===== config.mk =====
export PLATFORM = sky130hd
export DESIGN_NAME = fp32_divider_seq
export DESIGN_NICKNAME = d
export VERILOG_FILES = /design/src/rtl/fp32_pkg.sv /design/src/rtl/fp_mant_div_step.sv /design/src/rtl/fp32_divider_seq.sv
export SDC_FILE = /design/constraint.sdc
export NUM_CORES = 1
export LEC_CHECK = 0
export ABC_AREA = 1
export CAP_MARGIN = 40
export CORE_UTILIZATION = 39
export CTS_BUF_LIST = sky130_fd_sc_hd__clkbuf_2
export DETAILED_ROUTE_END_ITERATION = 6
export REMOVE_ABC_BUFFERS = 1
export SYNTH_ARGS = -nofsm -noshare
export SYNTH_HDL_FRONTEND = slang
export SYNTH_SLANG_ARGS = --single-unit

===== constraint.sdc =====
create_clock -name clk -period 16.6 [get_ports clk]
set_clock_uncertainty 0.2 [all_clocks]
set_input_delay 4.15 -clock clk [delete_from_list [all_inputs] [get_ports clk]]
set_output_delay 4.15 -clock clk [all_outputs]
set_load 0.02 [all_outputs]

===== src/rtl/fp32_pkg.sv =====
// Shared FP32 definitions: field positions, exponent limits and the divider state encoding.
package fp32_pkg;

  localparam logic [7:0] EXP_MAX  = 8'hFF;
  localparam int         QBITS    = 26;

  localparam int SIGN_BIT = 31;
  localparam int EXP_MSB  = 30;
  localparam int EXP_LSB  = 23;
  localparam int MANT_MSB = 22;

  typedef enum logic [2:0] {
    IDLE,
    PREP,
    ITER,
    NORM,
    DONE
  } state_t;

endpackage


===== src/rtl/fp_mant_div_step.sv =====
// One restoring-division step on 24-bit significands: emits a quotient bit and the shifted remainder.
module fp_mant_div_step (
  input  logic [24:0] rem_in,
  input  logic [23:0] div_in,
  output logic        q_bit,
  output logic [24:0] rem_out
);

  logic [24:0] diff;
  logic [24:0] kept;

  always_comb begin
    diff    = rem_in - {1'b0, div_in};
    q_bit   = (rem_in >= {1'b0, div_in});
    kept    = q_bit ? diff : rem_in;
    rem_out = kept << 1;
  end

endmodule


===== src/rtl/fp32_divider_seq.sv =====
// Iterative FP32 divider, one quotient bit per clock, valid/ready on both sides.
// Define FP_DIV_ROUND_EN for round-to-nearest-even; otherwise the mantissa is truncated.
module fp32_divider_seq
  import fp32_pkg::*;
#(
  parameter int EXP_BIAS = 127
) (
  input  logic        clk,
  input  logic        reset,
  input  logic        start,
  output logic        ready,
  input  logic [31:0] a_operand,
  input  logic [31:0] b_operand,
  output logic        valid_out,
  input  logic        out_ready,
  output logic [31:0] result,
  output logic        Exception,
  output logic        Overflow,
  output logic        Underflow,
  output logic        DivByZero
);

  localparam logic [4:0] LAST_COUNT = 5'(QBITS - 1);

  state_t             state, state_next;
  logic [31:0]        a_reg, b_reg;
  logic               sign_reg;
  logic signed [9:0]  exp_reg;
  logic [24:0]        rem_reg;
  logic [23:0]        div_reg;
  logic [QBITS-1:0]   q_reg;
  logic [4:0]         count_reg;

  logic               step_bit;
  logic [24:0]        step_rem;

  logic               sign_prep, is_exc, a_zero, b_zero, special;
  logic signed [9:0]  exp_prep;

  logic signed [9:0]  exp_norm;
  logic [22:0]        mant_norm;
  logic               norm_ovf, norm_unf;
  logic [31:0]        norm_result;
`ifdef FP_DIV_ROUND_EN
  logic               guard, sticky;
  logic [23:0]        mant_inc;
`endif

  fp_mant_div_step u_step (
    .rem_in  (rem_reg),
    .div_in  (div_reg),
    .q_bit   (step_bit),
    .rem_out (step_rem)
  );

  assign ready     = (state == IDLE);
  assign valid_out = (state == DONE);

  // Operand classification; denormals count as zero since only the exponent field is tested.
  always_comb begin
    sign_prep = a_reg[SIGN_BIT] ^ b_reg[SIGN_BIT];
    is_exc    = (a_reg[EXP_MSB:EXP_LSB] == EXP_MAX) || (b_reg[EXP_MSB:EXP_LSB] == EXP_MAX);
    a_zero    = (a_reg[EXP_MSB:EXP_LSB] == 8'd0);
    b_zero    = (b_reg[EXP_MSB:EXP_LSB] == 8'd0);
    special   = is_exc || a_zero || b_zero;
    exp_prep  = {2'b00, a_reg[EXP_MSB:EXP_LSB]} - {2'b00, b_reg[EXP_MSB:EXP_LSB]} + 10'(EXP_BIAS);
  end

  always_ff @(posedge clk or posedge reset) begin
    if (reset) state <= IDLE;
    else       state <= state_next;
  end

  always_comb begin
    state_next = state;
    case (state)
      IDLE:    if (start) state_next = PREP;
      PREP:    state_next = special ? DONE : ITER;
      ITER:    if (count_reg == LAST_COUNT) state_next = NORM;
      NORM:    state_next = DONE;
      DONE:    if (out_ready) state_next = IDLE;
      default: state_next = IDLE;
    endcase
  end

  // q[25] clear means the quotient is below 1.0, so shift one more bit in and drop the exponent.
  always_comb begin
    exp_norm  = q_reg[QBITS-1] ? exp_reg : exp_reg - 10'sd1;
    mant_norm = q_reg[QBITS-1] ? q_reg[24:2] : q_reg[23:1];
`ifdef FP_DIV_ROUND_EN
    guard    = q_reg[QBITS-1] ? q_reg[1] : q_reg[0];
    sticky   = (q_reg[QBITS-1] & q_reg[0]) | (rem_reg != 25'd0);
    mant_inc = {1'b0, mant_norm} + 24'd1;
    if (guard & (sticky | mant_norm[0])) begin
      mant_norm = mant_inc[22:0];
      if (mant_inc[23]) exp_norm = exp_norm + 10'sd1;
    end
`endif
    norm_ovf = (exp_norm >= 10'sd255);
    norm_unf = (exp_norm <= 10'sd0);
    if (norm_ovf)      norm_result = {sign_reg, EXP_MAX, 23'd0};
    else if (norm_unf) norm_result = {sign_reg, 31'd0};
    else               norm_result = {sign_reg, exp_norm[7:0], mant_norm};
  end

  always_ff @(posedge clk or posedge reset) begin
    if (reset) begin
      a_reg      <= '0;
      b_reg      <= '0;
      sign_reg   <= 1'b0;
      exp_reg    <= '0;
      rem_reg    <= '0;
      div_reg    <= '0;
      q_reg      <= '0;
      count_reg  <= '0;
      result     <= '0;
      Exception  <= 1'b0;
      Overflow   <= 1'b0;
      Underflow  <= 1'b0;
      DivByZero  <= 1'b0;
    end else begin
      case (state)
        IDLE: begin
          if (start) begin
            a_reg <= a_operand;
            b_reg <= b_operand;
          end
        end
        PREP: begin
          sign_reg  <= sign_prep;
          exp_reg   <= exp_prep;
          rem_reg   <= {2'b01, a_reg[MANT_MSB:0]};
          div_reg   <= {1'b1, b_reg[MANT_MSB:0]};
          q_reg     <= '0;
          count_reg <= '0;
          Exception <= is_exc;
          DivByZero <= !is_exc && b_zero;
          Overflow  <= 1'b0;
          Underflow <= 1'b0;
          if (is_exc)      result <= 32'd0;
          else if (b_zero) result <= {sign_prep, EXP_MAX, 23'd0};
          else if (a_zero) result <= {sign_prep, 31'd0};
        end
        ITER: begin
          rem_reg   <= step_rem;
          q_reg     <= {q_reg[QBITS-2:0], step_bit};
          count_reg <= count_reg + 5'd1;
        end
        NORM: begin
          result    <= norm_result;
          Overflow  <= norm_ovf;
          Underflow <= !norm_ovf && norm_unf;
          Exception <= 1'b0;
          DivByZero <= 1'b0;
        end
        default: ;
      endcase
    end
  end

endmodule

==> results of run 1 <==
==> where the power goes <==
| group | internal (mW) | leakage [nW] | switching, mW | total (mW) |
|---|---|---|---|---|
| clock network | 0.0583 | 0.137 | 0.172 | 0.230 |
| logic | 0.565 | 3.31 | 0.937 | 1.50 |
| registers | 0.648 | 2.41 | 0.108 | 0.756 |
| total | 1.27 | 5.86 | 1.22 | 2.49 |
==> worst paths after layout <==
path	slack, ns	startpoint	depth (start not counted)	to
min	0.30	div_reg[23]	2	div_reg[23]
max in group asynchronous	11.17	reset	4	div_reg[9]
min in group asynchronous	3.49	reset	2	Underflow
max	9.87	state[2]	2	ready
min reg2reg	0.30	div_reg[23]	2	div_reg[23]
max reg2reg	13.14	state[0]	13	result[26]
==> layout make-up <==
cell class	instances	area share, %
clock inverters	13	1.04
clock buffers	19	0.763
flip-flops and latches	194	39.0
inverters	165	5.03
multi-input cells	917	41.0
repair buffers	114	9.46
well taps	372	3.73
diodes	1	0.0201
==> cells by family (layout without fill, tap and decap cells) <==
| group | count (synthesis) | after routing |
|---|---|---|
| other | 0 | 1 |
| muxes | 47 | 47 |
| DFF | 194 | 194 |
| adders and majority gates | 38 | 38 |
| xor gates and xnor gates | 18 | 18 |
| buffers and inverters | 217 | 311 |
| AOI/OAI and AO/OA | 205 | 205 |
| and+or+nand+nor | 609 | 609 |
==> stage by stage <==
stage / total power [mW] / cell area, um2 / util (%) / hold slack (ns) / instances
finish: 2.49 / 12500 / 46.0 / 0.302 / 1795
global route: 2.77 / 12500 / 46.0 / 0.281 / 1795
CTS: 2.51 / 12500 / 46.0 / 0.272 / 1794
detailed placement: 2.27 / 12200 / 45.1 / 0.255 / 1762
global placement: 2.24 / 12100 / 44.8 / 0.244 / 1758
floorplan: 1.88 / 10600 / - / 0.226 / 1276
==> worst max-delay path: cells and delay by family, from the launching register on <==
family | cells | cell delay (ns)
DFF | 1 | 0.58
buffers and inverters | 1 | 0.68
and+or+nand+nor | 1 | 0.36
==> cells in the final DEF (no fill, tap or decap), drive strengths merged, types with 4 or more instances in the layout <==
cell / netlist / routed
nand4: 63 / 63
xnor2: 9 / 9
nor2: 115 / 115
dfrtp: 194 / 194
or2: 7 / 7
inv: 164 / 167
nand3: 72 / 72
clkdlybuf4s50: 0 / 105
nand2: 320 / 320
nand3b: 16 / 16
a21oi: 61 / 61
ha: 36 / 36
nor3: 13 / 13
clkbuf: 20 / 19
mux2: 47 / 47
o21bai: 4 / 4
o22ai: 28 / 28
o21ai: 97 / 97
clkinv: 1 / 8
buf: 32 / 9
xor2: 9 / 9
==> routing by layer <==
layer  vias to the layer above  routed length, um
li1                       4540                  -
met1                      4115              12700
met2                       157              11200
met3                        26                770
met4                         0                386
met5                         -                  0
==> flow_metrics.py, run 1 <==
metrics = {
    "grt": {
        "grt-ovfl-total": 0,
        "grt_use_met1_pct": 26.6,
        "grt_pass1_wl_um": 43200,
        "antenna_found_initial": 1,
        "grt_pass1_vias": 8673,
        "grt_busiest_layer": "met2",
        "grt_util_all_layers_pct": 18.7,
        "grt_max_degree": 104,
        "gr-usage-met3_pct": 2.81,
        "met2_usage_pct": 29.5,
    },
    "sta": {
        "slew_viol_final": 0,
        "clock.fmax_mhz": 149,
        "worst_pin_slew_ns": 0.754,
        "relSlewSlack_pct": 49.7,
        "finalSetupViolations": 0,
        "setup_slack_ns": 9.87,
        "hold_viol_final": 0,
        "rsz0062_at_grt": "no",
        "fin_setup_tns_ns": 0,
        "finalCriticalPeriod_ns": 6.73,
        "final.period_utilization_pct": 40.5,
    },
    "drt": {
        "vias_per_cell": 4.92,
        "post-route-drc-count": 0,
        "drtPass1Iterations": 5,
        "wl_per_cell_um": 13.9,
        "drt_iter0_drc": 503,
        "drtAntennaViolNets": 0,
        "vias": 8838,
        "wirelength_um": 25000,
    },
    "die": {
        "io_pins": 106,
        "dieArea_um2": 28500,
        "design.core.area_um2": 27100,
        "num_rows": 60,
        "start_util_pct": 40.1,
        "die_h_um": 169,
        "dieWidth_um": 169,
    },
    "setup_path": {
        "cp_slowest_stage_delay_ns": 0.68,
        "cp_slowest_cell": "clkdlybuf4s50_1",
        "cp-end-kind": "output pin",
        "cp.arrival_ns": 2.38,
        "crit_chain": "nor3_1, clkdlybuf4s50_1",
        "worstPathRequired_ns": 12.25,
        "critPathKind": "register to output pin",
        "start_kind": "register",
        "path_max_fanout": 7,
    },
    "synth": {
        "synth_top_family_by_area": "simple AND/OR/NAND/NOR gates",
        "synthTopCellsByArea": "dfrtp_1 45%, nand2_1 11%, inv_1 5.4%, mux2_2 4.9%, o21ai_0 4.3%",
        "ys.flop_type": "dfrtp_1",
        "ys_warn_count": 0,
        "synth_area_leader_cell": "dfrtp_1",
        "synth_most_common_cell": "nand2_1",
        "synth_area_um2": 10900,
        "syn-mean-instance-area_um2": 8.17,
        "ys_seq_area_share_pct": 44.7,
        "synthSimpleGateAreaFrac_pct": 25.7,
        "synthMuxAreaShare_pct": 4.88,
        "synthTopCellsByCount": "311 x nand2_1, 194 x dfrtp_1, 155 x inv_1",
        "synthDistinctLibCells": 54,
        "netlist_instances": 1328,
        "synth-xor-area-share_pct": 1.45,
        "ys_seq_elements": 194,
        "synthAdderAreaFrac_pct": 4.52,
        "synth_enable_flop_cells": 0,
        "netlist.area_leader.share_pct": 44.7,
        "synth_compound_area_share_pct": 10.4,
        "async_flop_share_pct": 100,
    },
    "clocking": {
        "post_cts_buffers": 0,
        "cts-buffers-inserted": 17,
        "cts_resized": 0,
        "worstSkewPairLatency_ns": 0.76,
        "path_clk_slew_ns": 0.29,
        "clock-root-buffer": "clkbuf_2",
        "h-tree-depth": 4,
        "tritoncts": "done",
        "cts.sinks": 194,
        "clock_path_buffers": 2,
        "postCtsHoldBufs": 0,
    },
    "placed_design": {
        "dp_slack_ns": 10.20,
        "portBuffers": 105,
        "hpwlAfterDp_um": 17900,
        "gp_congestion": 0.876,
    },
    "final_layout": {
        "seqCellArea_um2": 4850,
        "fillers": 2751,
        "final_net_count": 1515,
        "multiInputGateArea_um2": 5110,
        "area.growth.synth_to_final_pct": 14.8,
        "drive_gt1_share_pct": 9.63,
    },
    "status": {
        "status": "finished, final reports clean",
    },
    "power": {
        "power_density_nw_per_um2": 200,
        "vdd_drop_max_mv": 0.0833,
        "p_leak_nw": 5.86,
    },
    "hold_path": {
        "hold_path.class": "register to register",
    },
    "flow_run": {
        "cap_violations": 0,
    },
}
Power figures use the tool's default switching activity.
==> run 2: changes to the inputs <==
==> constraint.sdc (replaced) <==
create_clock -name clk -period 6.7 [get_ports clk]
set_clock_uncertainty 0.2 [all_clocks]
set_input_delay 1.675 -clock clk [delete_from_list [all_inputs] [get_ports clk]]
set_output_delay 1.675 -clock clk [all_outputs]
set_load 0.02 [all_outputs]
==> run 2 against run 1 <==
  * Utilization about the same
  * Clock-buffer cell count up 1
  * Critical path type unchanged
  * Sequential share of layout area about the same
  * Die area unchanged
  * Sequential power up 150%
  * Critical endpoint unchanged
==> flow_metrics.py, run 2 (synthesized netlist as in run 1, its figures left out) <==
metrics = {
    "status": {
        "status": "finished, final reports clean",
    },
    "setup_path": {
        "cp.arrival_ns": 2.36,
        "cp_slowest_cell": "clkdlybuf4s50_1",
        "r2r_end": "rem_reg[23]",
        "cp-end-kind": "output pin",
        "setup.reg_to_reg.worst_slack_ns": 3.59,
        "cp.depth": 2,
        "cp_slowest_stage_delay_ns": 0.68,
        "path_max_fanout": 7,
        "ff2ff_path_depth": 10,
        "crit_chain": "nor3_1, clkdlybuf4s50_1",
        "crit_path_end": "ready",
        "crit_family": "buffers and inverters",
        "worstReg2RegStart": "rem_reg[20]",
        "cp_num_buf_inv": 1,
        "worstPathRequired_ns": 4.83,
        "start_kind": "register",
        "startpoint": "state[2]",
        "critPathKind": "register to output pin",
    },
    "final_layout": {
        "area.growth.synth_to_final_pct": 14.9,
        "fillers": 2731,
        "final_core_util_pct": 46.0,
        "final_common_cell": "nand2_1",
        "final_net_count": 1516,
        "final_cell_mix": "310 x nand2_1, 194 x dfrtp_1, 154 x inv_1, 105 x nor2_1, 105 x clkdlybuf4s50_1",
        "drive_gt1_share_pct": 9.70,
    },
    "power": {
        "switching_power_mw": 2.97,
        "pwr-share-clk_pct": 9.5,
        "pwr-share-seq_pct": 30.5,
        "vdd_drop_max_mv": 0.188,
        "p_leak_nw": 5.85,
        "power_density_nw_per_um2": 493,
        "p_int_mw": 3.18,
        "p_comb_share_pct": 60.0,
        "p_sw_share_pct": 48.3,
    },
    "sta": {
        "worst_pin_slew_ns": 0.659,
        "relSlewSlack_pct": 56.1,
        "rsz0062_at_grt": "no",
        "final.period_utilization_pct": 63.1,
        "clock.fmax_mhz": 236,
        "finalCriticalPeriod_ns": 4.23,
        "whs_ns": 0.289,
        "slew_viol_final": 0,
        "setup_slack_ns": 2.47,
        "hold_viol_final": 0,
        "finalSetupViolations": 0,
    },
    "clocking": {
        "cts.sinks": 194,
        "tritoncts": "done",
        "cts-buffers-inserted": 17,
        "post_cts_buffers": 0,
        "path_clk_slew_ns": 0.26,
        "clock-root-buffer": "clkbuf_2",
        "h-tree-depth": 4,
        "worstSkewPairLatency_ns": 0.76,
        "clock_path_buffers": 2,
        "cts_resized": 0,
        "postCtsHoldBufs": 0,
    },
    "die": {
        "num_rows": 60,
        "design.core.area_um2": 27100,
        "die_h_um": 169,
        "io_pins": 106,
        "dieArea_um2": 28500,
        "dieWidth_um": 169,
        "start_util_pct": 40.1,
    },
    "hold_path": {
        "hold_path.class": "register to register",
        "hold_depth": 1,
    },
    "drt": {
        "drtAntennaViolNets": 0,
        "drtPass1Iterations": 5,
        "vias": 8860,
        "drt_iter0_drc": 565,
        "wl_per_cell_um": 13.7,
        "vias_per_cell": 4.93,
        "post-route-drc-count": 0,
        "wirelength_um": 24700,
    },
    "placed_design": {
        "gp_congestion": 0.879,
        "hpwlAfterDp_um": 18200,
        "portBuffers": 105,
        "dp_slack_ns": 3.10,
    },
    "grt": {
        "grt_pass1_wl_um": 42400,
        "antenna_found_initial": 1,
        "grt_util_all_layers_pct": 18.4,
        "grt-ovfl-total": 0,
        "grt_pass1_vias": 8543,
        "grt_max_degree": 79,
    },
    "flow_run": {
        "cap_violations": 0,
    },
}
[run 2: per-layer routing]
metal,routed length [um],GRT usage (%),up-vias
met4,213,4.98,0
met1,12600,26.5,4175
met3,685,2.48,12
met5,0,0,-
li1,-,-,4548
met2,11200,29.0,125
[run 2: worst min path at each step]
stage,from,endpoint
after floorplan,div_reg[23],div_reg[23]
after global placement,div_reg[23],div_reg[23]
after detailed placement,b_reg[0],div_reg[0]
after CTS,count_reg[4],count_reg[4]
after global routing,count_reg[4],count_reg[4]
final,count_reg[4],count_reg[4]
[run 2: stage by stage]
stage	instance area (um2)	power [mW]	std cells	setup TNS, ns
floorplan	10600	4.66	1276	-89.03
CTS	12500	6.20	1794	0
detailed placement	12200	5.60	1763	0
global route	12500	6.83	1796	0
finish	12500	6.15	1796	0
global placement	12200	5.53	1759	0
[run 2: layout make-up]
| type | count | area, um2 | share of cell area (%) |
|---|---|---|---|
| clock inverter | 11 | 130 | 1.04 |
| tap | 372 | 465 | 3.73 |
| sequential | 194 | 4850 | 38.9 |
| clock buffer | 20 | 100 | 0.803 |
| antenna | 2 | 5.00 | 0.0401 |
| timing repair buffer | 115 | 1180 | 9.45 |
| multi-input combinational | 917 | 5110 | 41.0 |
| inverter | 165 | 627 | 5.03 |
[run 2: power groups by stage]
stage               clock network, mW  logic, mW  registers [mW]
global placement                    0       3.64            1.89
floorplan                           0       2.79            1.87
finish                          0.583       3.69            1.87
detailed placement                  0       3.70            1.90
global route                    0.661       4.23            1.93
CTS                             0.606       3.72            1.88
==> run 3: changes to the inputs <==
==> constraint.sdc (replaced) <==
create_clock -name clk -period 3.7 [get_ports clk]
set_clock_uncertainty 0.2 [all_clocks]
set_input_delay 0.925 -clock clk [delete_from_list [all_inputs] [get_ports clk]]
set_output_delay 0.925 -clock clk [all_outputs]
set_load 0.02 [all_outputs]
==> run 3 against run 2 <==
  * Non-clock buffer count grew 6
  * Sequential power grew 81%
  * Clock-buffer cell count shrank 2
  * Final area grew 0.20%
==> flow_metrics.py, run 3 (synthesized netlist as in run 1, its figures left out) <==
metrics = {
    "status": {
        "status": "finished, final reports clean",
    },
    "setup_path": {
        "worstReg2RegStart": "rem_reg[0]",
        "setup.reg_to_reg.worst_slack_ns": 0.98,
        "worstPathRequired_ns": 2.57,
        "r2r_end": "rem_reg[17]",
        "cp-end-kind": "output pin",
        "critPathKind": "register to output pin",
        "cp.arrival_ns": 2.27,
        "path_max_fanout": 6,
        "start_kind": "register",
        "ff2ff_path_depth": 12,
    },
    "drt": {
        "wl_per_cell_um": 13.6,
        "drtAntennaViolNets": 0,
        "drt_iter0_drc": 560,
        "vias_per_cell": 4.89,
        "vias": 8806,
        "drtPass1Iterations": 5,
        "post-route-drc-count": 0,
        "wirelength_um": 24500,
    },
    "flow_run": {
        "cap_violations": 0,
    },
    "clocking": {
        "cts.sinks": 194,
        "post_cts_buffers": 0,
        "h-tree-depth": 4,
        "clock_path_buffers": 2,
        "cts-buffers-inserted": 17,
        "worstSkewPairLatency_ns": 0.79,
        "clock-root-buffer": "clkbuf_2",
        "tritoncts": "done",
        "path_clk_slew_ns": 0.29,
    },
    "grt": {
        "grt_max_degree": 69,
        "antenna_found_initial": 1,
        "grt_util_all_layers_pct": 18.2,
        "grt_pass1_vias": 8695,
        "grt-ovfl-total": 0,
        "grt_pass1_wl_um": 42200,
    },
    "final_layout": {
        "fin_cells": 1802,
        "final_common_cell": "nand2_1",
        "fillers": 2739,
        "area.growth.synth_to_final_pct": 15.1,
        "final_cell_mix": "310 x nand2_1, 193 x dfrtp_1, 154 x inv_1, 105 x nor2_1, 105 x clkdlybuf4s50_1",
        "final_net_count": 1522,
        "fin_area_um2": 12500,
        "drive_gt1_share_pct": 10.2,
    },
    "sta": {
        "hold_viol_final": 0,
        "worst_pin_slew_ns": 0.630,
        "rsz0062_at_grt": "no",
        "setup_slack_ns": 0.304,
        "clock.fmax_mhz": 294,
        "finalCriticalPeriod_ns": 3.40,
        "whs_ns": 0.300,
        "relSlewSlack_pct": 58.0,
        "slew_viol_final": 0,
        "final.period_utilization_pct": 91.8,
        "finalSetupViolations": 0,
    },
    "power": {
        "p_leak_nw": 5.86,
        "vdd_drop_max_mv": 0.357,
        "power_density_nw_per_um2": 893,
    },
    "die": {
        "dieWidth_um": 169,
        "start_util_pct": 40.1,
        "num_rows": 60,
        "design.core.area_um2": 27100,
        "io_pins": 106,
        "dieArea_um2": 28500,
        "die_h_um": 169,
    },
    "placed_design": {
        "dp_slack_ns": 0.969,
        "placed_cells": 1769,
        "gp_congestion": 0.914,
        "hpwlAfterDp_um": 18100,
        "placed_cell_area_um2": 12300,
        "portBuffers": 105,
    },
    "hold_path": {
        "hold_path.class": "input port to async pin",
    },
}
run 3: changes by cell type in the layout (fill, tap and decap cells not counted), sizes merged:
cell | previous run | this run
bufinv | 2 | 1
inv | 166 | 169
clkinv | 4 | 3
diode | 2 | 3
clkbuf | 20 | 18
buf | 10 | 16
run 3: how the worst max path moves through the flow:
stage / start / endpoint / cells past startpoint
global placement: start / a_reg[26] / 5
floorplan: reset / DivByZero / 1
finish: state[1] / ready / 2
global route: state[2] / valid_out / 2
detailed placement: start / b_reg[14] / 4
CTS: state[2] / ready / 2
run 3: layout make-up:
| type | instances | area [um2] | area share [%] |
|---|---|---|---|
| antenna | 3 | 7.51 | 0.0601 |
| clock buffer | 18 | 90.1 | 0.721 |
| clock inverter | 12 | 126 | 1.01 |
| inverter | 165 | 627 | 5.02 |
| multi-input combinational | 917 | 5110 | 40.9 |
| sequential | 194 | 4860 | 38.9 |
| tap | 372 | 465 | 3.73 |
| timing repair buffer | 121 | 1210 | 9.67 |
run 3: power breakdown:
part	internal, mW	total [mW]	leakage (nW)	switching (mW)
Sequential	2.91	3.39	2.41	0.480
Clock	0.255	1.03	0.123	0.773
Combinational	2.55	6.74	3.33	4.18
Total	5.72	11.2	5.86	5.44
run 3: what timing repair did:
item,in CTS,in global routing
setup endpoints to repair,0,1
hold buffers,0,0
gates resized for setup,0,2
run 3: critical path, stage by stage (launching register included):
cell and delay (ns):
dfrtp_1 0.54, nor3_2 0.30, clkdlybuf4s50_1 0.66
run 3: metrics by stage:
stage                     power [mW]  utilization, %  TNS (ns)
after floorplan                 8.43               -   -525.53
after global placement          10.1            45.2         0
after detailed placement        10.2            45.3         0
after CTS                       11.2            46.1         0
after global routing            12.4            46.1         0
final                           11.2            46.1         0
run 3: per-layer routing:
metal  global-route usage, %  up-vias  wire length, um
met5                       0        -                0
met4                    4.31        0              284
met3                    3.32       25              804
met2                    29.1      145            11000
met1                    25.5     4081            12400
li1                        -     4555                -
